**src/rtl/spi_pkg.sv**
```systemverilog
// Shared types and constants for the SPI master byte controller and its gap timer.
package spi_pkg;

  typedef enum logic [2:0] {
    ST_IDLE,
    ST_LOAD,
    ST_SHIFT,
    ST_READ,
    ST_DONE,
    ST_GAP
  } state_e;

  localparam int BITS_PER_FRAME = 8;
  localparam int FRAME_OVERHEAD = 3;

endpackage

```
**src/rtl/spi_gap_timer.sv**
```systemverilog
// Loadable down-counter with a zero flag; it times the GAP state between frames.
module spi_gap_timer (
  input  logic       clk_i,
  input  logic       clr_i,
  input  logic       load_i,
  input  logic [3:0] load_val_i,
  output logic       zero_o
);

  logic [3:0] cnt_q;

  always_ff @(posedge clk_i or posedge clr_i) begin
    if (clr_i) begin
      cnt_q <= 4'd0;
    end else if (load_i) begin
      cnt_q <= load_val_i;
    end else if (cnt_q != 4'd0) begin
      cnt_q <= cnt_q - 4'd1;
    end
  end

  assign zero_o = (cnt_q == 4'd0);

endmodule

```
**src/rtl/spi_master_ctrl.sv**
```systemverilog
// Byte transaction controller driving an SPI sender/receiver pair.
// Receive path (capture, RX_VALID, R_RE/R_READ, R_FULL check) enabled by `define SPI_MASTER_RX_EN.
module spi_master_ctrl
  import spi_pkg::*;
#(
  parameter int GAP_CYCLES = 2,
  parameter int BIT_COUNT  = BITS_PER_FRAME
) (
  input  logic       CLK,
  input  logic       CLR,
  input  logic [7:0] TX_DATA,
  input  logic       TX_VALID,
  output logic       TX_READY,
  output logic [7:0] RX_DATA,
  output logic       RX_VALID,
  output logic       ERR,
  output logic       BUSY,
  output logic       SS_N,
  output logic [7:0] S_DATA,
  output logic       S_WRITE,
  output logic       S_TE,
  input  logic       S_EMPTY,
  output logic       R_READ,
  output logic       R_RE,
  input  logic       R_FULL,
  input  logic [7:0] R_DATA,
  output state_e     STATE_DBG
);

`ifdef SPI_MASTER_RX_EN
  localparam logic RX_EN = 1'b1;
`else
  localparam logic RX_EN = 1'b0;
`endif

  localparam logic [3:0] LAST_BIT = 4'(BIT_COUNT - 1);
  // The accepting IDLE cycle is the last gap cycle, so GAP itself lasts GAP_CYCLES-1 cycles.
  localparam logic [3:0] GAP_LOAD = (GAP_CYCLES >= 2) ? 4'(GAP_CYCLES - 2) : 4'd0;

  // Handshake: a byte moves on the rising edge where TX_VALID && TX_READY are both high.
  state_e     state_q;
  logic [3:0] bit_cnt_q;
  logic [7:0] s_data_q, rx_data_q;
  logic       tx_ready_q, rx_valid_q, err_q, busy_q, ss_n_q;
  logic       s_write_q, s_te_q, r_read_q, r_re_q;
  logic       gap_load, gap_zero;

  assign gap_load = (state_q == ST_DONE) && (GAP_CYCLES >= 2);

  spi_gap_timer u_gap_timer (
    .clk_i      (CLK),
    .clr_i      (CLR),
    .load_i     (gap_load),
    .load_val_i (GAP_LOAD),
    .zero_o     (gap_zero)
  );

  always_ff @(posedge CLK or posedge CLR) begin
    if (CLR) begin
      state_q    <= ST_IDLE;
      bit_cnt_q  <= 4'd0;
      s_data_q   <= 8'd0;
      rx_data_q  <= 8'd0;
      tx_ready_q <= 1'b1;
      rx_valid_q <= 1'b0;
      err_q      <= 1'b0;
      busy_q     <= 1'b0;
      ss_n_q     <= 1'b1;
      s_write_q  <= 1'b0;
      s_te_q     <= 1'b0;
      r_read_q   <= 1'b0;
      r_re_q     <= 1'b0;
    end else begin
      rx_valid_q <= 1'b0;
      case (state_q)
        ST_IDLE: begin
          if (TX_VALID && tx_ready_q) begin
            state_q    <= ST_LOAD;
            s_data_q   <= TX_DATA;
            bit_cnt_q  <= 4'd0;
            tx_ready_q <= 1'b0;
            busy_q     <= 1'b1;
            ss_n_q     <= 1'b0;
            s_write_q  <= 1'b1;
            r_read_q   <= RX_EN;
          end else begin
            tx_ready_q <= gap_zero;
          end
        end
        ST_LOAD: begin
          state_q   <= ST_SHIFT;
          s_write_q <= 1'b0;
          r_read_q  <= 1'b0;
          s_te_q    <= 1'b1;
          r_re_q    <= RX_EN;
        end
        ST_SHIFT: begin
          bit_cnt_q <= bit_cnt_q + 4'd1;
          if (bit_cnt_q == LAST_BIT) begin
            state_q  <= ST_READ;
            s_te_q   <= 1'b0;
            r_re_q   <= 1'b0;
            r_read_q <= RX_EN;
          end
        end
        ST_READ: begin
          state_q    <= ST_DONE;
          r_read_q   <= 1'b0;
          ss_n_q     <= 1'b1;
          rx_valid_q <= RX_EN;
          if (RX_EN) begin
            rx_data_q <= R_DATA;
          end
          if (!S_EMPTY || (RX_EN && !R_FULL)) begin
            err_q <= 1'b1;
          end
        end
        ST_DONE: begin
          if (GAP_CYCLES <= 1) begin
            state_q    <= ST_IDLE;
            busy_q     <= 1'b0;
            tx_ready_q <= 1'b1;
          end else begin
            state_q <= ST_GAP;
          end
        end
        ST_GAP: begin
          if (gap_zero) begin
            state_q    <= ST_IDLE;
            busy_q     <= 1'b0;
            tx_ready_q <= 1'b1;
          end
        end
        default: begin
          state_q <= ST_IDLE;
        end
      endcase
    end
  end

  assign TX_READY  = tx_ready_q;
  assign RX_DATA   = rx_data_q;
  assign RX_VALID  = rx_valid_q;
  assign ERR       = err_q;
  assign BUSY      = busy_q;
  assign SS_N      = ss_n_q;
  assign S_DATA    = s_data_q;
  assign S_WRITE   = s_write_q;
  assign S_TE      = s_te_q;
  assign R_READ    = r_read_q;
  assign R_RE      = r_re_q;
  assign STATE_DBG = state_q;

endmodule
```
**config.mk**
```make
export PLATFORM = sky130hd
export DESIGN_NAME = spi_master_ctrl
export DESIGN_NICKNAME = d
export VERILOG_FILES = /design/src/rtl/spi_pkg.sv /design/src/rtl/spi_gap_timer.sv /design/src/rtl/spi_master_ctrl.sv
export SDC_FILE = /design/constraint.sdc
export NUM_CORES = 1
export LEC_CHECK = 0
export BUFFER_PORTS_ARGS = -buffer_cell sky130_fd_sc_hd__buf_2
export CAP_MARGIN = 40
export CORE_MARGIN = 4
export CORE_UTILIZATION = 48
export CTS_CLUSTER_DIAMETER = 100
export CTS_CLUSTER_SIZE = 10
export DETAILED_ROUTE_END_ITERATION = 16
export PLACE_DENSITY = 0.88
export SETUP_SLACK_MARGIN = 0.02
export SLEW_MARGIN = 10
export SYNTH_ARGS = -nofsm -noshare
export SYNTH_HDL_FRONTEND = slang
export SYNTH_SLANG_ARGS = --single-unit
```
**constraint.sdc**
```tcl
create_clock -name CLK -period 2.07 [get_ports CLK]
set_input_delay 0.414 -clock CLK [delete_from_list [all_inputs] [get_ports CLK]]
set_output_delay 0.414 -clock CLK [all_outputs]
set_load 0.005 [all_outputs]
```
Word level (Yosys, flattened, before mapping). Index checks and enable logic that the tools add are counted.

Add/subtract/negate cells: 2. Eq/ne operators: 9. Multiplexer cells: 21. Bitwise operators: 1. Reductions and logical operators: 22.

Operators by type and width (number): $pmux 3 s6 (1); $reduce_and 2->1 (7); $mux 4 (3); $pmux 1 s2 (6); $reduce_bool 2->1 (6); $mux 3 (3); $reduce_and 3->1 (3); $pmux 4 s2 (1); $eq 3x2->1 const B (2); $eq 3x3->1 const B (2); $mux 1 (6); $ne 2x2->1 const B (3); $add 4x1->4 const B (1); $eq 4x3->1 const B (1); $logic_not 4->1 (1); $reduce_bool 4->1 (1); $sub 4x1->4 const B (1); $eq 3x1->1 const B (1); $logic_not 3->1 (1); $pmux 1 s3 (1); $reduce_bool 3->1 (1); $reduce_or 2->1 (1); $logic_and 1x1->1 (1); $not 1->1 (1).

Bits in registers: 27. Input port bits: 21.

Logic depth before layout (Yosys ltp). Gate-level depths: netlist of the first run.

Word-level depth: 4. Gate-level depth with buffers: 5. Mapped depth without buffers: 5.

Cells and area by module. A second synthesis of the first run with hierarchy kept.

Cell total of the unflattened synthesis: 118. Area, all modules: 1276.2 sq um.

Modules (own cells, without submodules): spi_master_ctrl (times used 1, cells each 95, area an instance 1039.7 sq um); spi_gap_timer (times used 1, cells each 23, area an instance 236.5 sq um).

Worst setup path after synthesis of the first run. No wires, ideal clock.

Path type: register to register. From: reg state_q[2] (netlist: STATE_DBG[2]). To: reg s_data_q[0] (netlist: S_DATA[0]). Library setup time: 0.125 ns. Arrival: 1.477 ns. Slack: 0.468 ns. Stages on the path, launching flop included: 6. Buffers on the path: 2. Clock period less this slack: 1.602 ns. Cell sequence: dfrtp_1 > buf_6 > or2_1 > buf_6 > nor3_4 > mux2_2.

Cells in the longest elaborated chain, start to end: 2.

Ends and longest elaborated chain: start, declared (line spi_master_ctrl.sv:41) `state_e state_q;`; start signal, assigned (line spi_master_ctrl.sv:60) `state_q <= ST_IDLE;`; start signal, assigned (line spi_master_ctrl.sv:78) `state_q <= ST_LOAD;`; start signal, assigned (line spi_master_ctrl.sv:91) `state_q <= ST_SHIFT;`; $logic_not 3->1 (line spi_master_ctrl.sv:75) `case (state_q)`; $reduce_and 2->1 (no source line); end signal, assigned (line spi_master_ctrl.sv:62) `s_data_q <= 8'd0;`; end signal, assigned (line spi_master_ctrl.sv:79) `s_data_q <= TX_DATA;`; end, declared (line spi_master_ctrl.sv:43) `logic [7:0] s_data_q, rx_data_q;`.

Every way passes these cells. A chain may end at the register's enable or synchronous reset.

Final worst setup path of the first run.
From: reg u_gap_timer.cnt_q[0]. To: reg tx_ready_q (netlist: TX_READY).

Cells in the longest elaborated chain, start to end: 3. Elaborated cells on any way between the ends: 5.

Ends and longest elaborated chain: start, declared (line spi_gap_timer.sv:10) `logic [3:0] cnt_q;`; start signal, assigned (line spi_gap_timer.sv:16) `cnt_q <= load_val_i;`; start signal, assigned (line spi_gap_timer.sv:18) `cnt_q <= cnt_q - 4'd1;`; $logic_not 4->1 (*) (line spi_gap_timer.sv:22) `assign zero_o = (cnt_q == 4'd0);`; $mux 1 or $ne 2x2->1 (tied branches); $pmux 1 s2 or $reduce_and 2->1 (tied branches); end signal, assigned (line spi_master_ctrl.sv:87) `tx_ready_q <= gap_zero;`; end, declared (line spi_master_ctrl.sv:44) `logic tx_ready_q, rx_valid_q, err_q, busy_q, ss_n_q;`.

Every way passes the cells marked *; elsewhere a longest branch is shown, timed or not.

==> flow_summary_export.csv, run 1 <==
group,metric,value,unit
clock_network,cts_buffers,3,
critical_path,r2r_cells,5,
grt,grt_pass1_wl,4370,um
layout,fillerInstances,218,
flow_run,drv_cap,0,
synthesis,synth_top_area_share,45.5,%
timing,max_freq,0.606,GHz
synthesis,ys_seq_elements,25,
critical_path,slowest_stage,"nor3b_1",
route,drtAntennaViolNets,0,
route,post_drt_via_cell_ratio,5.25,
grt,grtUsageTotal,15.8,%
floorplanning,die_h,59.4,um
route,drtIter0Drc,12,
outcome,outcome,"finished clean",
timing,fin_crit,1.65,ns
synthesis,netlist.top_cell.by_area,"dfrtp_1",
grt,grt_max_degree,26,
synthesis,synthTopCellsByArea,"dfrtp_1, mux2_2, buf_4",
worst_hold_path,hold_path_class,"input port to async pin",
synthesis,synth_edf_count,0,
critical_path,cp.arrival,1.90,ns
clock_network,htree_levels,1,
critical_path,cp.required,2.33,ns
clock_network,clock_sinks,25,
timing,rsz0062_at_grt,"false",
layout,num_antenna_cells,0,
floorplanning,initial_utilization,50.7,%
clock_network,postCtsSetupBuffers,0,
critical_path,slowest_delay,0.52,ns
clock_network,cts_resized,0,
synthesis,synth_area,0.00127,mm^2
synthesis,synth-warning-count,8,
critical_path,critPathKind,"register to register",
critical_path,start_kind,"register",
clock_network,hold_buffers,0,
critical_path,crit_path_max_fanout,4,
critical_path,reg2reg_slack,0.42,ns
pwr,p_per_area,1340,mW/mm^2
floorplanning,die_x,59.4,um
timing,tightest_slew,0.603,ns
synthesis,syn_area_per_cell,10.7,um^2
floorplanning,die-area,0.00352,mm^2
grt,grt_antenna_before_repair,0,
synthesis,ys.flop_type,"dfrtp_1",
pwr,leakagePower,0.697,nW
layout,syn2layout_area_growth,12.3,%
clock_network,cts_tree,"yes",
route,wl,2530,um
floorplanning,placementRows,18,
layout,final_cells,178,
timing,period_share,79.7,%
synthesis,synth-async-reset-ratio,100,%
timing,hold_violations,0,
grt,gr-total-overflow,0,
critical_path,reg2reg_to,"TX_READY$_DFFE_PP1P_",
synthesis,ys_types,36,
timing,clock_skew,0.00205,ns
critical_path,rr_startpoint,"u_gap_timer.cnt_q[0]$_DFFE_PP0P_",
timing,whs,0.108,ns
clock_network,insertion_delay,0.32,ns
synthesis,synth-seq-area-share,49.6,%
floorplanning,io_pins,49,
timing,setup_viol,0,
place,dp.cells,174,
pwr,total_power,1.91,mW
layout,finalInstanceArea,0.00142,mm^2
critical_path,cp-end-kind,"register",
clock_network,cts_root_buffer,"clkbuf_4",
layout,layout_common_cells,"buf_2, dfrtp_1, nor2_1, conb_1, o21ai_0",
grt,grt_pass1_vias,1019,
route,wl_per_cell,14.2,um
route,vias,935,
layout,final_common_cell,"buf_2",
critical_path,crit_top_cell,"o21ai_0",
route,firstDrtPassIters,5,
clock_network,clock_path_buffers,2,
timing,fin_tns_setup,0,ns
layout,drive_gt1_share,33.1,%
timing,maxSlewHeadroom,59.7,%
layout,fin_nets,173,
route,drc_errors,0,
synthesis,synth_cells,118,
timing,drv_slew,0,
place,placed_area,0.00139,mm^2
pwr,peakVddDrop,0.000974,V
place,io_buffers,28,
place,dp_hpwl,2000,um
place,gp_congestion,0.773,
floorplanning,core_area,0.00250,mm^2
clock_network,clkSlewWorstSetupHoldPaths,0.14,ns
critical_path,crit_path_cell_trace,"inv_1 -> ha_1 -> nor3b_1 -> o21ai_0 -> o21ai_0",
worst max path at each step:
stage | from | end | depth (start not counted)
2_1_floorplan | STATE_DBG[2]$_DFFE_PP0P_ | S_DATA[0]$_DFFE_PP0P_ | 5
3_3_place_gp | TX_READY$_DFFE_PP1P_ | S_DATA[5]$_DFFE_PP0P_ | 3
3_5_place_dp | u_gap_timer.cnt_q[0]$_DFFE_PP0P_ | TX_READY$_DFFE_PP1P_ | 5
4_1_cts | u_gap_timer.cnt_q[0]$_DFFE_PP0P_ | TX_READY$_DFFE_PP1P_ | 5
5_1_grt | u_gap_timer.cnt_q[0]$_DFFE_PP0P_ | TX_READY$_DFFE_PP1P_ | 5
6_report | u_gap_timer.cnt_q[0]$_DFFE_PP0P_ | TX_READY$_DFFE_PP1P_ | 5
metrics by stage:
stage / util, % / setup WS, ns
detailed placement: 55.7 / 0.403
finish: 56.9 / 0.421
global route: 56.9 / 0.200
floorplan: - / 0.468
global placement: 55.7 / 0.509
CTS: 56.9 / 0.370
logic make-up after synthesis:
| group | count (synthesis) | share of synthesized area [%] |
|---|---|---|
| flops | 25 | 49.6 |
| xor+xnor | 4 | 2.77 |
| fa+ha+maj | 3 | 2.96 |
| buf+inv | 20 | 10.4 |
| simple gates | 31 | 14.2 |
| compound gates | 26 | 12.6 |
| mux | 8 | 7.11 |
| other cells | 1 | 0.296 |
registers in the layout, indices dropped and copies added (netlist names):
| register | count |
|---|---|
| STATE_DBG | 3 |
| S_WRITE | 1 |
| bit_cnt_q | 4 |
| S_TE | 1 |
| TX_READY | 1 |
| u_gap_timer.cnt_q | 4 |
| SS_N | 1 |
| S_DATA | 8 |
| ERR | 1 |
| BUSY | 1 |
critical path: cells and delay by family, from the launching register on:
kind	cells	cell delay, ns
AND/OR/NAND/NOR	1	0.52
AO/OA/AOI/OAI	2	0.35
flip-flops	1	0.41
adder cells (fa/ha/maj)	1	0.19
buffers and inverters	1	0.13
report_power, final:
part	leakage [nW]	internal [mW]	switching [mW]	total (mW)
clock network	0.0139	0.0737	0.153	0.227
logic	0.376	0.410	0.403	0.813
registers	0.307	0.702	0.169	0.871
total	0.697	1.19	0.726	1.91
layout make-up:
class                           count  area [um^2]  share of cell area (%)
Clock inverter                      1         7.51                   0.528
Clock buffer                        3         22.5                    1.58
Inverter                            5         18.8                    1.32
Multi-Input combinational cell     83          544                    38.3
Sequential cell                    25          628                    44.2
Timing Repair Buffer               31          163                    11.4
Tap cell                           30         37.5                    2.64
Yosys cell counts (2+ instances only):
| cell type | count |
|---|---|
| dfrtp_1 | 23 |
| nand2_1 | 3 |
| buf_6 | 2 |
| inv_1 | 5 |
| nor3_1 | 2 |
| xnor2_1 | 4 |
| ha_1 | 3 |
| a21oi_1 | 7 |
| nor2_1 | 11 |
| a211oi_1 | 2 |
| nor2b_1 | 2 |
| clkbuf_1 | 2 |
| o31ai_1 | 2 |
| dfstp_2 | 2 |
| mux2_2 | 8 |
| buf_4 | 11 |
| o21ai_0 | 10 |
per-layer routing:
| metal | part of all wire (%) | track usage, % | vias up |
|---|---|---|---|
| met1 | 39 | 19.1 | 462 |
| met2 | 54 | 28.7 | 29 |
| li1 | - | - | 444 |
| met5 | 0 | 0 | - |
| met3 | 6.2 | 3.92 | 0 |
| met4 | 0 | 2.59 | 0 |
(Power assumes the default switching activity.)
==> run 2, diff against run 1 <==
- clock period: 2.07 -> 1.6 ns (I/O delays scaled with it)
==> run 2 against run 1 <==
  * Clock power grew 18%
  * Clock-buffer cell count up 1
  * Sequential share of layout area shrank 1.4 points
  * Register-to-register slack worse by 0.27 ns
  * Worst setup slack lost 0.27 ns
  * Largest cell class unchanged
  * Die area unchanged
  * Clock skew is 0.0096 ns higher
  * Maximum frequency increased by 14%
  * Routed wire length shrank 2.9%
  * Critical path depth is 1 lower
  * Sequential power grew 25%
  * Global-route usage down 0.85 points
==> flow_summary_export.csv, run 2 (synthesized netlist as in run 1, its figures left out) <==
group,metric,value,unit
layout,final_common_cell,"buf_2",
clock_network,cts_tree,"yes",
timing,hold_violations,0,
floorplanning,die_h,59.4,um
route,wl_per_cell,13.4,um
critical_path,path_depth,4,
critical_path,critPathCapture,"S_DATA[4]$_DFFE_PP0P_",
critical_path,start_kind,"register",
floorplanning,placementRows,18,
critical_path,crit_path_cell_trace,"or2_1 -> nor3_4 -> buf_12 -> mux2_2",
floorplanning,io_pins,49,
critical_path,slowest_delay,0.39,ns
route,wl,2450,um
route,vias,950,
grt,grtUsageTotal,15.0,%
timing,drv_slew,0,
clock_network,insertion_delay,0.30,ns
timing,fin_tns_setup,0,ns
timing,clock_skew,0.0116,ns
critical_path,reg2reg_slack,0.15,ns
layout,fillerInstances,208,
floorplanning,initial_utilization,50.7,%
grt,grt_max_degree,26,
critical_path,cp.required,1.79,ns
critical_path,cp-end-kind,"register",
route,post_drt_via_cell_ratio,5.19,
pwr,p_per_area,1740,mW/mm^2
route,drc_errors,0,
critical_path,crit_path_max_fanout,8,
clock_network,clkSlewWorstSetupHoldPaths,0.13,ns
clock_network,clock_sinks,25,
timing,setup_viol,0,
layout,ff_latch_area,629,um^2
layout,syn2layout_area_growth,16.2,%
grt,grt_pass1_wl,4080,um
flow_run,drv_cap,0,
layout,largest_reg_flops,8,
worst_hold_path,hold_path_class,"input port to async pin",
layout,num_antenna_cells,0,
critical_path,rr_startpoint,"STATE_DBG[0]$_DFFE_PP0P_",
route,drtAntennaViolNets,0,
floorplanning,die_x,59.4,um
place,gp_congestion,0.794,
timing,rsz0062_at_grt,"false",
place,dp_hpwl,1870,um
pwr,peakVddDrop,0.00107,V
layout,multi_input_area,547,um^2
route,drtIter0Drc,19,
critical_path,crit_buf_inv,1,
timing,period_share,90.8,%
critical_path,slowest_stage,"dfrtp_1",
clock_network,cts_buffers,3,
grt,grt_pass1_vias,965,
clock_network,hold_buffers,0,
layout,fin_nets,178,
place,placed_area,0.00142,mm^2
layout,layout_common_cells,"buf_2, dfrtp_1, nor2_1, conb_1",
pwr,leakagePower,0.723,nW
timing,fin_crit,1.45,ns
timing,max_freq,0.689,GHz
critical_path,crit_start,"STATE_DBG[0]$_DFFE_PP0P_",
critical_path,critPathKind,"register to register",
layout,drive_gt1_share,35.3,%
critical_path,crit_family,"simple AND/OR/NAND/NOR gates",
floorplanning,core_area,0.00250,mm^2
floorplanning,die-area,0.00352,mm^2
clock_network,cts_root_buffer,"clkbuf_4",
critical_path,cp.arrival,1.64,ns
layout,utilization,58.9,%
critical_path,r2r_cells,4,
outcome,outcome,"finished clean",
clock_network,clock_path_buffers,2,
grt,gr-total-overflow,0,
route,firstDrtPassIters,4,
place,io_buffers,28,
layout,finalInstanceArea,0.00147,mm^2
grt,grt_antenna_before_repair,0,
critical_path,reg2reg_to,"S_DATA[4]$_DFFE_PP0P_",
clock_network,htree_levels,1,
## run 2: worst min path at each step
stage,end
floorplan,BUSY$_DFFE_PP0P_
global placement,S_DATA[4]$_DFFE_PP0P_
detailed placement,S_DATA[0]$_DFFE_PP0P_
CTS,S_WRITE$_DFFE_PP0P_
global route,ERR$_DFFE_PP0P_
finish,S_WRITE$_DFFE_PP0P_
## run 2: routing by layer
metal  track usage [%]  share of wire (%)  vias up  wire length [um]
li1                  -                  -      460                 -
met1              19.7                 42      454              1020
met2              25.4                 51       32              1240
met3              1.96                6.1        4               149
met4              4.85                1.4        0                35
met5                 0                  0        -                 0
## run 2: final cells by class
type	count	area share, %
Clock buffer	4	1.79
Inverter	5	1.28
Timing Repair Buffer	36	14.5
Multi-Input combinational cell	83	37.2
Sequential cell	25	42.8
Tap cell	30	2.55
## run 2: report_power, final
| part | total [mW] | switching (mW) | internal (mW) |
|---|---|---|---|
| combinational | 1.20 | 0.580 | 0.618 |
| sequential | 1.09 | 0.181 | 0.910 |
| clock | 0.267 | 0.170 | 0.0969 |
## run 2: what timing repair did
item                       in CTS  in global routing
setup buffers                   0                  1
setup endpoints to repair       1                 12
pin swaps                       0                  1
gates resized for setup         1                  3
## run 2: through the flow
stage | total power [mW] | setup slack, ns | std cells | hold WS [ns]
after detailed placement | 2.26 | 0.0226 | 178 | 0.382
final | 2.56 | 0.148 | 183 | 0.0323
after floorplan | 1.86 | -0.00171 | 128 | 0.346
after CTS | 2.53 | 0.0207 | 182 | 0.0347
after global routing | 2.79 | 0.0765 | 183 | 0.0369
after global placement | 2.19 | 0.0928 | 178 | 0.377
## run 2: worst register-to-register path, cell delays in order, from the launching register on
cell and delay, ns:
dfrtp_1 0.39, or2_1 0.27, nor3_4 0.21, buf_12 0.15, mux2_2 0.33
==> run 3, diff against run 2 <==
- CAP_MARGIN: 40 -> 20
- MAX_ROUTING_LAYER: unset -> met4
- SKIP_CTS_REPAIR_TIMING: unset -> 1
==> run 3 against run 2 <==
  * Core utilization stayed put
  * Sequential share of layout area stayed put
  * Global-route usage grew 0.45 points
  * Final area stayed put
  * Via count increased by 0.42%
  * Non-clock buffer count stayed put
  * Combinational power hardly changed
  * Largest cell class unchanged
  * Register-to-register slack is essentially flat
  * Hold slack is essentially flat
  * Final cell count stayed put
  * Die area stayed put
==> flow_summary_export.csv, run 3 (synthesized netlist as in run 1, its figures left out) <==
group,metric,value,unit
clock_network,clock_sinks,25,
grt,grt_max_degree,26,
timing,fin_tns_setup,0,ns
critical_path,critPathKind,"register to register",
floorplanning,io_pins,49,
pwr,p_per_area,1740,mW/mm^2
layout,utilization,58.9,%
layout,final_common_cell,"buf_2",
critical_path,crit_path_max_fanout,8,
critical_path,reg2reg_to,"S_DATA[4]$_DFFE_PP0P_",
grt,grt_pass1_wl,4070,um
timing,rsz0062_at_grt,"false",
route,firstDrtPassIters,4,
floorplanning,die_h,59.4,um
timing,setup_viol,0,
pwr,pwr-share-comb,46.9,%
critical_path,cp.arrival,1.64,ns
clock_network,clkSlewWorstSetupHoldPaths,0.13,ns
grt,grt_antenna_before_repair,0,
place,io_buffers,28,
place,placed_area,0.00142,mm^2
critical_path,cp-end-kind,"register",
timing,clock_skew,0.0117,ns
layout,final_cells,183,
place,dp_hpwl,1870,um
route,drtIter0Drc,22,
place,dp_slack,0.0226,ns
floorplanning,die-area,0.00352,mm^2
worst_hold_path,hold_path_class,"input port to async pin",
clock_network,cts_buffers,3,
route,wl_per_cell,13.4,um
place,dp.cells,178,
floorplanning,die_x,59.4,um
route,drtAntennaViolNets,0,
floorplanning,placementRows,18,
timing,hold_violations,0,
route,post_drt_via_cell_ratio,5.21,
critical_path,r2r_cells,4,
pwr,pwr-share-seq,42.7,%
critical_path,reg2reg_slack,0.15,ns
clock_network,cts_root_buffer,"clkbuf_4",
critical_path,crit_family,"simple AND/OR/NAND/NOR gates",
place,gp_congestion,0.806,
layout,num_antenna_cells,0,
layout,finalInstanceArea,0.00147,mm^2
layout,fin_nets,178,
critical_path,start_kind,"register",
timing,layout_setup_ws,0.149,ns
flow_run,drv_cap,0,
layout,fillerInstances,208,
pwr,switching_share,36.4,%
grt,grtUsageTotal,15.4,%
pwr,p_sw,0.930,mW
route,wl,2450,um
critical_path,slowest_delay,0.39,ns
outcome,outcome,"finished clean",
grt,grt_pass1_vias,966,
route,vias,954,
layout,largest_reg_flops,8,
layout,drive_gt1_share,35.3,%
floorplanning,initial_utilization,50.7,%
critical_path,crit_path_cell_trace,"or2_1 -> nor3_4 -> buf_12 -> mux2_2",
clock_network,htree_levels,1,
pwr,p_int,1.62,mW
layout,syn2layout_area_growth,16.2,%
route,drc_errors,0,
clock_network,cts_tree,"yes",
clock_network,insertion_delay,0.30,ns
clock_network,clock_path_buffers,2,
pwr,leakagePower,0.723,nW
floorplanning,core_area,0.00250,mm^2
timing,drv_slew,0,
critical_path,rr_startpoint,"STATE_DBG[0]$_DFFE_PP0P_",
layout,layout_common_cells,"buf_2, dfrtp_1, nor2_1, conb_1",
timing,max_freq,0.689,GHz
pwr,peakVddDrop,0.00107,V
critical_path,cp.required,1.79,ns
critical_path,crit_buf_inv,1,
timing,fin_crit,1.45,ns
pwr,clkPwrFrac,10.5,%
timing,period_share,90.7,%
critical_path,slowest_stage,"dfrtp_1",
grt,gr-total-overflow,0,
[run 3: layer usage]
metal,share of wire (%),GRT usage (%),wire length (um),vias to the layer above
li1,-,-,-,460
met1,42,20.0,1030,457
met2,51,25.4,1250,33
met3,5.7,1.53,139,4
met4,1.4,4.85,35,0
met5,0,-,0,-
[run 3: per-stage QoR]
stage / total power [mW] / hold WS (ns)
2_1_floorplan: 1.86 / 0.346
3_3_place_gp: 2.19 / 0.377
3_5_place_dp: 2.26 / 0.382
4_1_cts: 2.53 / 0.0347
5_1_grt: 2.79 / 0.0369
6_report: 2.56 / 0.0319
[run 3: final cells by class]
class	instances	area (um^2)	area share, %
sequential	25	629	42.8
multi-input combinational	83	547	37.2
inverter	5	18.8	1.28
timing repair buffer	36	213	14.5
tap	30	37.5	2.55
clock buffer	4	26.3	1.79
[run 3: tightest hold or removal path, cell delays in order]
cell   delay [ns]
buf_2        0.09
inv_1        0.04
buf_4        0.30
[run 3: power by group through the flow]
stage	Combinational [mW]	Sequential [mW]	Clock [mW]
3_5_place_dp	1.16	1.10	0
4_1_cts	1.16	1.09	0.279
5_1_grt	1.35	1.13	0.311
3_3_place_gp	1.11	1.08	0
6_report	1.20	1.09	0.267
2_1_floorplan	0.749	1.11	0
[run 3: worst max-delay path by stage]
stage | from | endpoint | cells after the start
after global routing | STATE_DBG[0]$_DFFE_PP0P_ | STATE_DBG[0]$_DFFE_PP0P_ | 4
final | STATE_DBG[0]$_DFFE_PP0P_ | S_DATA[4]$_DFFE_PP0P_ | 4
after floorplan | STATE_DBG[2]$_DFFE_PP0P_ | S_DATA[0]$_DFFE_PP0P_ | 5
after detailed placement | u_gap_timer.cnt_q[0]$_DFFE_PP0P_ | BUSY$_DFFE_PP0P_ | 5
after global placement | TX_READY$_DFFE_PP1P_ | S_DATA[6]$_DFFE_PP0P_ | 3
after CTS | u_gap_timer.cnt_q[0]$_DFFE_PP0P_ | BUSY$_DFFE_PP0P_ | 5
